==> config.mk <==
export PLATFORM = sky130hd
export DESIGN_NAME = wb_gpio
export DESIGN_NICKNAME = d
export VERILOG_FILES = /design/src/rtl/wb_gpio.sv
export SDC_FILE = /design/constraint.sdc
export NUM_CORES = 1
export LEC_CHECK = 0
export CAP_MARGIN = 10
export CORE_MARGIN = 2
export CORE_UTILIZATION = 55
export DETAILED_ROUTE_END_ITERATION = 8
export DONT_BUFFER_PORTS = 1
export HOLD_SLACK_MARGIN = 0.12
export PLACE_DENSITY = 0.79
export SYNTH_ARGS = -nofsm -noshare
export SYNTH_HDL_FRONTEND = slang
export SYNTH_SLANG_ARGS = --single-unit
==> constraint.sdc <==
create_clock -name CLK_I -period 3.7 [get_ports CLK_I]
set_clock_uncertainty 0.05 [all_clocks]
set_input_delay 0.74 -clock CLK_I [delete_from_list [all_inputs] [get_ports CLK_I]]
set_output_delay 0.74 -clock CLK_I [all_outputs]
set_load 0.01 [all_outputs]
==> src/rtl/wb_gpio.sv <==
// Wishbone-attached GPIO block with per-pin direction, atomic set/clear and edge interrupts.
// Latency: each transfer is acknowledged one cycle after it is accepted, and every transfer takes two cycles.
// Backpressure: none; a transfer is accepted whenever CYC_I & STB_I are high and ACK_O is low.
//
// Ports:
//   CLK_I, RST_I            - clock, synchronous active-high reset
//   CYC_I, STB_I, WE_I      - Wishbone cycle, strobe and write enable
//   ADR_I[2:0]              - register word select
//   DAT_I, SEL_I            - write data and byte enables (SEL_I[0] gates the whole write)
//   DAT_O, ACK_O            - registered read data and transfer acknowledge
//   GPIO_I/GPIO_O/GPIO_OE   - pad input, pad output value, pad output enable
//   IRQ_O                   - level interrupt, OR of the pending-status bits
//   IN_O, OUT_O, DIR_O      - monitor copies of the input, output and direction registers
module wb_gpio #(
  parameter int WIDTH = 8
) (
  input  logic             CLK_I,
  input  logic             RST_I,
  input  logic             CYC_I,
  input  logic             STB_I,
  input  logic             WE_I,
  input  logic [2:0]       ADR_I,
  input  logic [31:0]      DAT_I,
  input  logic [3:0]       SEL_I,
  output logic [31:0]      DAT_O,
  output logic             ACK_O,
  input  logic [WIDTH-1:0] GPIO_I,
  output logic [WIDTH-1:0] GPIO_O,
  output logic [WIDTH-1:0] GPIO_OE,
  output logic             IRQ_O,
  output logic [WIDTH-1:0] IN_O,
  output logic [WIDTH-1:0] OUT_O,
  output logic [WIDTH-1:0] DIR_O
);

  localparam logic [2:0] A_IN       = 3'd0;
  localparam logic [2:0] A_OUT      = 3'd1;
  localparam logic [2:0] A_DIR      = 3'd2;
  localparam logic [2:0] A_IRQ_EN   = 3'd3;
  localparam logic [2:0] A_IRQ_EDGE = 3'd4;
  localparam logic [2:0] A_IRQ_STAT = 3'd5;
  localparam logic [2:0] A_OUT_SET  = 3'd6;
  localparam logic [2:0] A_OUT_CLR  = 3'd7;

  logic [WIDTH-1:0] out_q, out_d;
  logic [WIDTH-1:0] dir_q, dir_d;
  logic [WIDTH-1:0] ien_q, ien_d;
  logic [WIDTH-1:0] iedge_q, iedge_d;
  logic [WIDTH-1:0] istat_q, istat_d;
  logic [WIDTH-1:0] s1_q, s2_q, s3_q;
  logic             ack_q, ack_d;
  logic [31:0]      dat_q, dat_d;

  logic             xfer;
  logic             wr;
  logic [WIDTH-1:0] wdat;
  logic [WIDTH-1:0] evt;

  // Upper data bits and upper byte enables have no effect on this block.
  logic unused_bits;
  assign unused_bits = ^{DAT_I, SEL_I[3:1]};

  // The ~ack_q term forces an idle cycle between acknowledges.
  assign xfer = CYC_I & STB_I & ~ack_q;
  assign wr   = xfer & WE_I & SEL_I[0];
  assign wdat = DAT_I[WIDTH-1:0];

  // s3 holds the previous synchronised value, so events are one-cycle pulses.
  assign evt = (iedge_q & s2_q & ~s3_q) | (~iedge_q & ~s2_q & s3_q);

  always_comb begin
    out_d   = out_q;
    dir_d   = dir_q;
    ien_d   = ien_q;
    iedge_d = iedge_q;
    istat_d = istat_q;
    dat_d   = dat_q;
    ack_d   = xfer;

    if (wr) begin
      case (ADR_I)
        A_OUT:      out_d   = wdat;
        A_DIR:      dir_d   = wdat;
        A_IRQ_EN:   ien_d   = wdat;
        A_IRQ_EDGE: iedge_d = wdat;
        A_IRQ_STAT: istat_d = istat_q & ~wdat;
        A_OUT_SET:  out_d   = out_q | wdat;
        A_OUT_CLR:  out_d   = out_q & ~wdat;
        default: ;
      endcase
    end

    // Applied after the W1C so a coincident event keeps its status bit set.
    istat_d = istat_d | (evt & ien_q);

    if (xfer) begin
      dat_d = '0;
      case (ADR_I)
        A_IN:       dat_d[WIDTH-1:0] = s2_q;
        A_OUT:      dat_d[WIDTH-1:0] = out_q;
        A_DIR:      dat_d[WIDTH-1:0] = dir_q;
        A_IRQ_EN:   dat_d[WIDTH-1:0] = ien_q;
        A_IRQ_EDGE: dat_d[WIDTH-1:0] = iedge_q;
        A_IRQ_STAT: dat_d[WIDTH-1:0] = istat_q;
        default: ;
      endcase
    end
  end

  always_ff @(posedge CLK_I) begin
    if (RST_I) begin
      out_q   <= '0;
      dir_q   <= '0;
      ien_q   <= '0;
      iedge_q <= '0;
      istat_q <= '0;
      s1_q    <= '0;
      s2_q    <= '0;
      s3_q    <= '0;
      ack_q   <= 1'b0;
      dat_q   <= '0;
    end else begin
      out_q   <= out_d;
      dir_q   <= dir_d;
      ien_q   <= ien_d;
      iedge_q <= iedge_d;
      istat_q <= istat_d;
      s1_q    <= GPIO_I;
      s2_q    <= s1_q;
      s3_q    <= s2_q;
      ack_q   <= ack_d;
      dat_q   <= dat_d;
    end
  end

  assign DAT_O   = dat_q;
  assign ACK_O   = ack_q;
  assign GPIO_O  = out_q;
  assign GPIO_OE = dir_q;
  assign IRQ_O   = |istat_q;
  assign IN_O    = s2_q;
  assign OUT_O   = out_q;
  assign DIR_O   = dir_q;

endmodule
* Word level (Yosys, flattened, before mapping) *
Index checks and enable logic that the tools add are counted.

cells by class
  equality and inequality tests = 7
  muxes and demuxes = 4
  bitwise gates (word level) = 19
  reductions and logical operators = 7

operators by type and width
  operator              count
  $and A8 B8 Y8         7
  $pmux W8 S6           1
  $not A8 Y8            4
  $or A8 B8 Y8          3
  $pmux W8 S3           1
  $mux W8               2
  $eq A3 B3 Y1 const B  4
  $reduce_and A2 Y1     4
  $reduce_or A8 Y1      1
  $eq A3 B2 Y1 const B  2
  $and A1 B1 Y1         4
  $eq A3 B1 Y1 const B  1
  $logic_not A3 Y1      1
  $reduce_bool A3 Y1    1
  $not A1 Y1            1

word-level totals
  bits in registers = 73
  output and inout port bits = 74
  word-level logic and storage cells = 47

* Logic depth before layout (Yosys ltp) *
  depth after elaboration = 6
  gate-level depth with buffers = 7
  mapped depth without buffers = 4

* Least setup slack after synthesis *
No wires, ideal clock.

  kind = in2reg
  start = input ADR_I[0]
  end = register dir_q[0] (netlist: DIR_O[0])
  library setup time = 126 ps
  arrival = 1837 ps
  data required time = 3524 ps
  setup slack = 1687 ps
  stages on the path = 5
  buffers on the path = 2
  cells stage by stage = buf_12 buf_8 nor4_4 mux2i_1 nor2_1

on the way
  cells in the longest elaborated chain, start to end = 2

RTL lines
  what                         line  source
  from (decl)                  22    input logic [2:0] ADR_I,
  $eq A3 B2 Y1                 81    case (ADR_I)
  $reduce_and A2 Y1 (no line)  -
  to (signal assigned)         124   dir_q <= dir_d;
  to (decl)                    46    logic [WIDTH-1:0] dir_q, dir_d;

Every way passes these cells.
A chain may end at the register's enable or synchronous reset.

* Worst setup path after layout *
  start = register istat_q[5]
  end = output IRQ_O

on the way
  cells in the longest elaborated chain, start to end = 1

RTL lines
  what                    line  source
  from (decl)             49    logic [WIDTH-1:0] istat_q, istat_d;
  from (signal assigned)  127   istat_q <= istat_d;
  $reduce_or A8 Y1        140   assign IRQ_O = |istat_q;
  to (decl)               30    output logic IRQ_O,

Every way passes these cells.

==> impl_metrics.toml <==
[run_status]
status = "complete, no violations"

[synth]
synth.ff_latch_count = 73
syn_inst = 365
synth-edff-count = 0
ys_types = 46
syn_area_um2 = 3530
synth_flop_cell = "dfxtp_1"
ys_seq_area_frac = 0.413
synth_top_area_cell = "dfxtp_1"
yosys.area.top_type_share = 0.413
synthArstFlopShare = 0
yosys_warnings = 0
synth_area_leaders = "dfxtp_1 (41%), mux2i_1 (8.8%), buf_4 (8.7%)"
avgSynthCellArea_um2 = 9.68

[critical_path]
critPathRequiredTime_ns = 2.91
reg2reg_from = "ACK_O"
cp-start-kind = "flop"
path_cells = "nor4_1 > nand2_1"
worstPathArrival_ns = 1.24
crit_fanout = 3
crit_type = "flop to output pin"
end_kind = "output pin"
r2r-end = "DIR_O[3]"
r2r_slack_ns = 1.70
reg2reg_depth = 4
cpPeakStageDelay_ns = 0.37
cp_slowest_cell = "nor4_1"

[sta]
slew_violations = 0
worst_pin_slew_ns = 0.961
finalHoldViolCount = 0
setup_viol = 0
max_slew_margin = 0.355
fin_tns_setup_ns = 0
whs_ns = 0.387
fin_crit_ns = 2.03
finalCritPeriodShare = 0.549
rsz0062_at_grt = "no"
fmax_mhz = 492

[clock_network]
htree_levels = 3
post_cts_resize_count = 0
clock_path_buffers = 2
cts_root_buffer = "clkbuf_8"
clock_sinks = 73
cts_hold_buf = 0
cts_tree = "done"
numCtsBuffers = 9
clk_pin_slew_ns = 0.08
insertion_delay_ns = 0.35
post_cts_buffers = 0

[pwr]
peakVddDrop_mv = 0.298
p_total_w = 0.00153
power_density_nw_per_um2 = 436
p_leak_nw = 1.28

[finish]
final_common_cell = "dfxtp_1"
layout_common_cells = "dfxtp_1 (73), nor2_1 (45), mux2i_1 (31)"
nets = 395
seqCellArea_um2 = 1460
multiInputGateArea_um2 = 1700
nFillCells = 566
syn_to_final_growth_pct = -0.602
drive_gt1_frac = 0.106
insertedDiodeCount = 0

[placement]
io_buffers = 0
hpwl_mm = 4.91
gp_congestion = 0.854

[routing]
route.final.wire_length_mm = 7.49
firstDrtPassIters = 5
wl_per_cell_um = 17.6
via_count = 2463
drt_iter0_markers = 196
drc = 0
antenna_left = 0
avgViaCountPerCell = 5.80

[global_route]
gr-usage-all-layers = 0.217
grt_pass1_wl_mm = 11.9
grt_max_degree = 69
antenna_found_initial = 0
grt_pass1_vias = 2315
grt-ovfl-total = 0

[hold_path]
min_to = "IN_O[0]"
hold_depth = 1
min_from = "s1_q[0]"
min_path_type = "flop to flop"

[run]
cap_violations = 0

[floorplan]
die_h_um = 84.2
core_area_um2 = 6280
die_area_um2 = 7080
initial_core_util = 0.563
rows = 29
design.portCount = 126
die_w_um = 84.2
-- synthesized netlist by cell type (2+ instances only) --
library cell  count
dfxtp_1          73
nor2_1           45
buf_4            41
mux2i_1          31
nor2b_1          26
a21oi_1          21
nand2_1          12
o21ai_0          12
nor3b_1          10
inv_1             9
o2bb2ai_1         9
a2111oi_0         8
o21ai_1           8
clkbuf_1          7
mux2_2            5
a22o_1            4
mux4_2            4
a221o_1           3
buf_2             3
nor4_4            3
and3b_1           2
buf_6             2
nand2b_4          2
nand3_1           2
nor4_1            2
-- cell families (layout without fill, tap and decap cells) --
family / after synthesis / after routing / share of synthesized area
AOI/OAI and AO/OA: 71 / 71 / 0.136
buffers and inverters: 66 / 26 / 0.129
DFF: 73 / 73 / 0.413
muxes: 40 / 40 / 0.129
other: 1 / 24 / 0.00106
and+or+nand+nor: 114 / 114 / 0.191
-- state kept, by name, indices dropped and copies added (netlist names) --
register,flops
ACK_O,1
DAT_O,8
DIR_O,8
GPIO_O,8
IN_O,8
iedge_q,8
ien_q,8
istat_q,8
s1_q,8
s3_q,8
-- stage by stage --
step / setup slack [ns] / utilization / std cells / cell area, µm²
5_1_grt: 1.61 / 0.560 / 425 / 3510
6_report: 1.67 / 0.560 / 425 / 3510
4_1_cts: 1.65 / 0.560 / 425 / 3510
3_5_place_dp: 1.44 / 0.525 / 409 / 3300
2_1_floorplan: 1.69 / - / 388 / 3620
3_3_place_gp: 1.45 / 0.525 / 409 / 3300
-- layout make-up --
cell class,instances,area share
clock inverters,4,0.0142
inverters,10,0.0107
well taps,77,0.0274
flip-flops and latches,73,0.416
clock buffers,12,0.0470
multi-input cells,249,0.485
-- worst max-delay path, delay by kind of cell, from the launching register on --
family | cells | cell delay [ns]
AND/OR/NAND/NOR | 2 | 0.55
flip-flops | 1 | 0.34
-- worst max path at each step --
stage	startpoint	end	slack, ns	cells after the start
3_3_place_gp	STB_I	DIR_O[7]	1.45	4
6_report	istat_q[5]	IRQ_O	1.67	2
4_1_cts	istat_q[6]	IRQ_O	1.65	2
5_1_grt	ACK_O	DIR_O[3]	1.61	4
2_1_floorplan	ADR_I[0]	DIR_O[0]	1.69	5
3_5_place_dp	STB_I	DIR_O[5]	1.44	4
-- per-layer routing --
metal  vias to the layer above  part of all wire  track usage
met1                      1171              0.45        0.283
met5                         -                 0            0
met3                         9             0.082       0.0767
met4                         0             0.013       0.0924
li1                       1174                 -            -
met2                       109              0.46        0.329
-- where the power goes --
group / switching (W) / internal, W / total [W] / leakage (nW)
logic: 0.0000370 / 0.0000291 / 0.0000661 / 0.586
clock network: 0.000288 / 0.000365 / 0.000653 / 0.105
registers: 0.0000134 / 0.000799 / 0.000812 / 0.593
Note: power is estimated with default switching activity, not from simulation.
==> edit (same settings) <==
`s2_q` no longer has a reset.
--- a/src/rtl/wb_gpio.sv
+++ b/src/rtl/wb_gpio.sv
@@ -115,7 +115,6 @@
       iedge_q <= '0;
       istat_q <= '0;
       s1_q    <= '0;
-      s2_q    <= '0;
       s3_q    <= '0;
       ack_q   <= 1'b0;
       dat_q   <= '0;
@@ -126,11 +125,14 @@
       iedge_q <= iedge_d;
       istat_q <= istat_d;
       s1_q    <= GPIO_I;
-      s2_q    <= s1_q;
       s3_q    <= s2_q;
       ack_q   <= ack_d;
       dat_q   <= dat_d;
     end
+  end
+
+  always_ff @(posedge CLK_I) begin
+    s2_q <= s1_q;
   end
 
   assign DAT_O   = dat_q;
Function: differs if RST_I is asserted again (counterexample within 4 cycles, from zero or initial values and one cycle with RST_I high); with RST_I held inactive, the same outputs for 4 cycles.
==> edit against the unedited design <==
Design area shrank 4.2%; sequential share of layout area grew 1.8 points; setup slack gained 2.9 ps; synthesized area shrank 5.3%; total power grew 0.83%; routed wire length shrank 4.3%; core utilization grew 1.2 points; sequential cell count is the same; fmax grew 0.14%; largest power group unchanged; highest routed layer unchanged.
==> edit: results (changes against the unedited design) <==
status = finished, final reports clean
worst vdd ir = 256 uV (-14%)
crit path from = ACK_O$_SDFF_PP0_
Clock transition at path regs = 80 ps (about the same)
Post-DP Area = 0.00316 sq mm (-4.1%)
Vias = 2427 (-1.5%)
Crit. End Element = flop
hold endpoint = IN_O[0]$_DFF_P_
Slowest cell on crit path = nor4_4
Iteration-0 DRC Markers = 158 (-19%)
# diodes = 0 (unchanged)
actual slew at the worst max-slew pin = 1040 ps (+75.9 ps)
vias in the first global route = 2118 (-8.5%)
hold path start = s1_q[0]$_SDFF_PP0_
post-synthesis sequential area ratio = 43.7% (+2.3 points)
Worst path max stage delay = 930 ps (+560 ps)
first-pass GRT wire length = 10.7 mm (-9.9%)
worst slack, placed = 1450 ps (+5.71 ps)
largest net degree at the start of global routing = 65 (-5.8%)
crit-path max FO = 8 (+5)
Synth Flop Type = dfxtp_1
Placed Cells = 404 (-1.2%)
R2R Path End = DIR_O[5]$_SDFFE_PP0P_
TritonRoute pass-1 iters = 4 (-1)
Synth area leaders = dfxtp_1 44%, mux2i_1 9.6%, buf_4 9.2%
Pleak = 1.24 nW (-3.4%)
flop-to-flop setup slack = 1670 ps (-30 ps)
arrival time worst endpoint = 2220 ps (+980 ps)
Min-Delay Path Depth = 0 (-1)
Final HPWL DP = 4.65 mm (-5.4%)
synth cell count leaders = 73 x dfxtp_1, 49 x nor2_1, 41 x buf_4, 32 x mux2i_1, 25 x o21ai_0
layout cells sized above 1 = 9.57% (-1.1 points)
most common cell after layout, fill and taps aside = dfxtp_1
Fin Hold WS = 279 ps (-108 ps)
post-synthesis mux area share = 12.6% (-0.32 points)
syn_area_per_cell = 9.30 sq um (-4.0%)
Routed wire per std cell = 17.1 um (-3.1%)
distinct cell type count after synthesis = 42 (-8.7%)
Synth Area in Compound Gates = 12.3% (-1.3 points)
P&R area growth vs syn = 0.561%
Port Buf Inserts = 0 (unchanged)
global-route usage over all layers = 21.8% (+0.055 points)
fill count = 514 (-9.2%)
post-route minimum period = 2030 ps (-2.90 ps)
Yosys Warn Count = 0 (unchanged)
Final #Nets = 392 (-0.76%)
Routability Congestion = 0.799 (-6.4%)
vias per std cell = 5.78 (-0.29%)
edit: cell count changes after synthesis, sizes merged, moves of 6 or more:
cell / before / now
nand2: 13 / 23
o2bb2ai: 9 / 0
a2111oi: 8 / 0
a21bo: 0 / 7
inv: 10 / 4
nor2b: 26 / 20
edit: final cells by class:
class / count / area share [%]
Clock buffer: 13 / 4.13
Clock inverter: 3 / 1.93
Inverter: 4 / 0.446
Multi-Input combinational cell: 251 / 47.1
Sequential cell: 73 / 43.4
Tap cell: 75 / 2.79
Timing Repair Buffer: 1 / 0.223
edit: power by group:
part           switching [W]  internal [W]
combinational      0.0000376     0.0000262
sequential         0.0000187      0.000804
clock               0.000278      0.000380
edit: metal layers:
layer	track usage, %	routed length [um]
met1	27.3	3100
met2	32.6	3230
met3	9.45	655
met4	9.33	191
met5	0	0
edit: critical path, delay by kind of cell, from the launching register on:
kind          cells  cell delay, ps
mux               1             280
flops             1             350
simple gates      3            1230
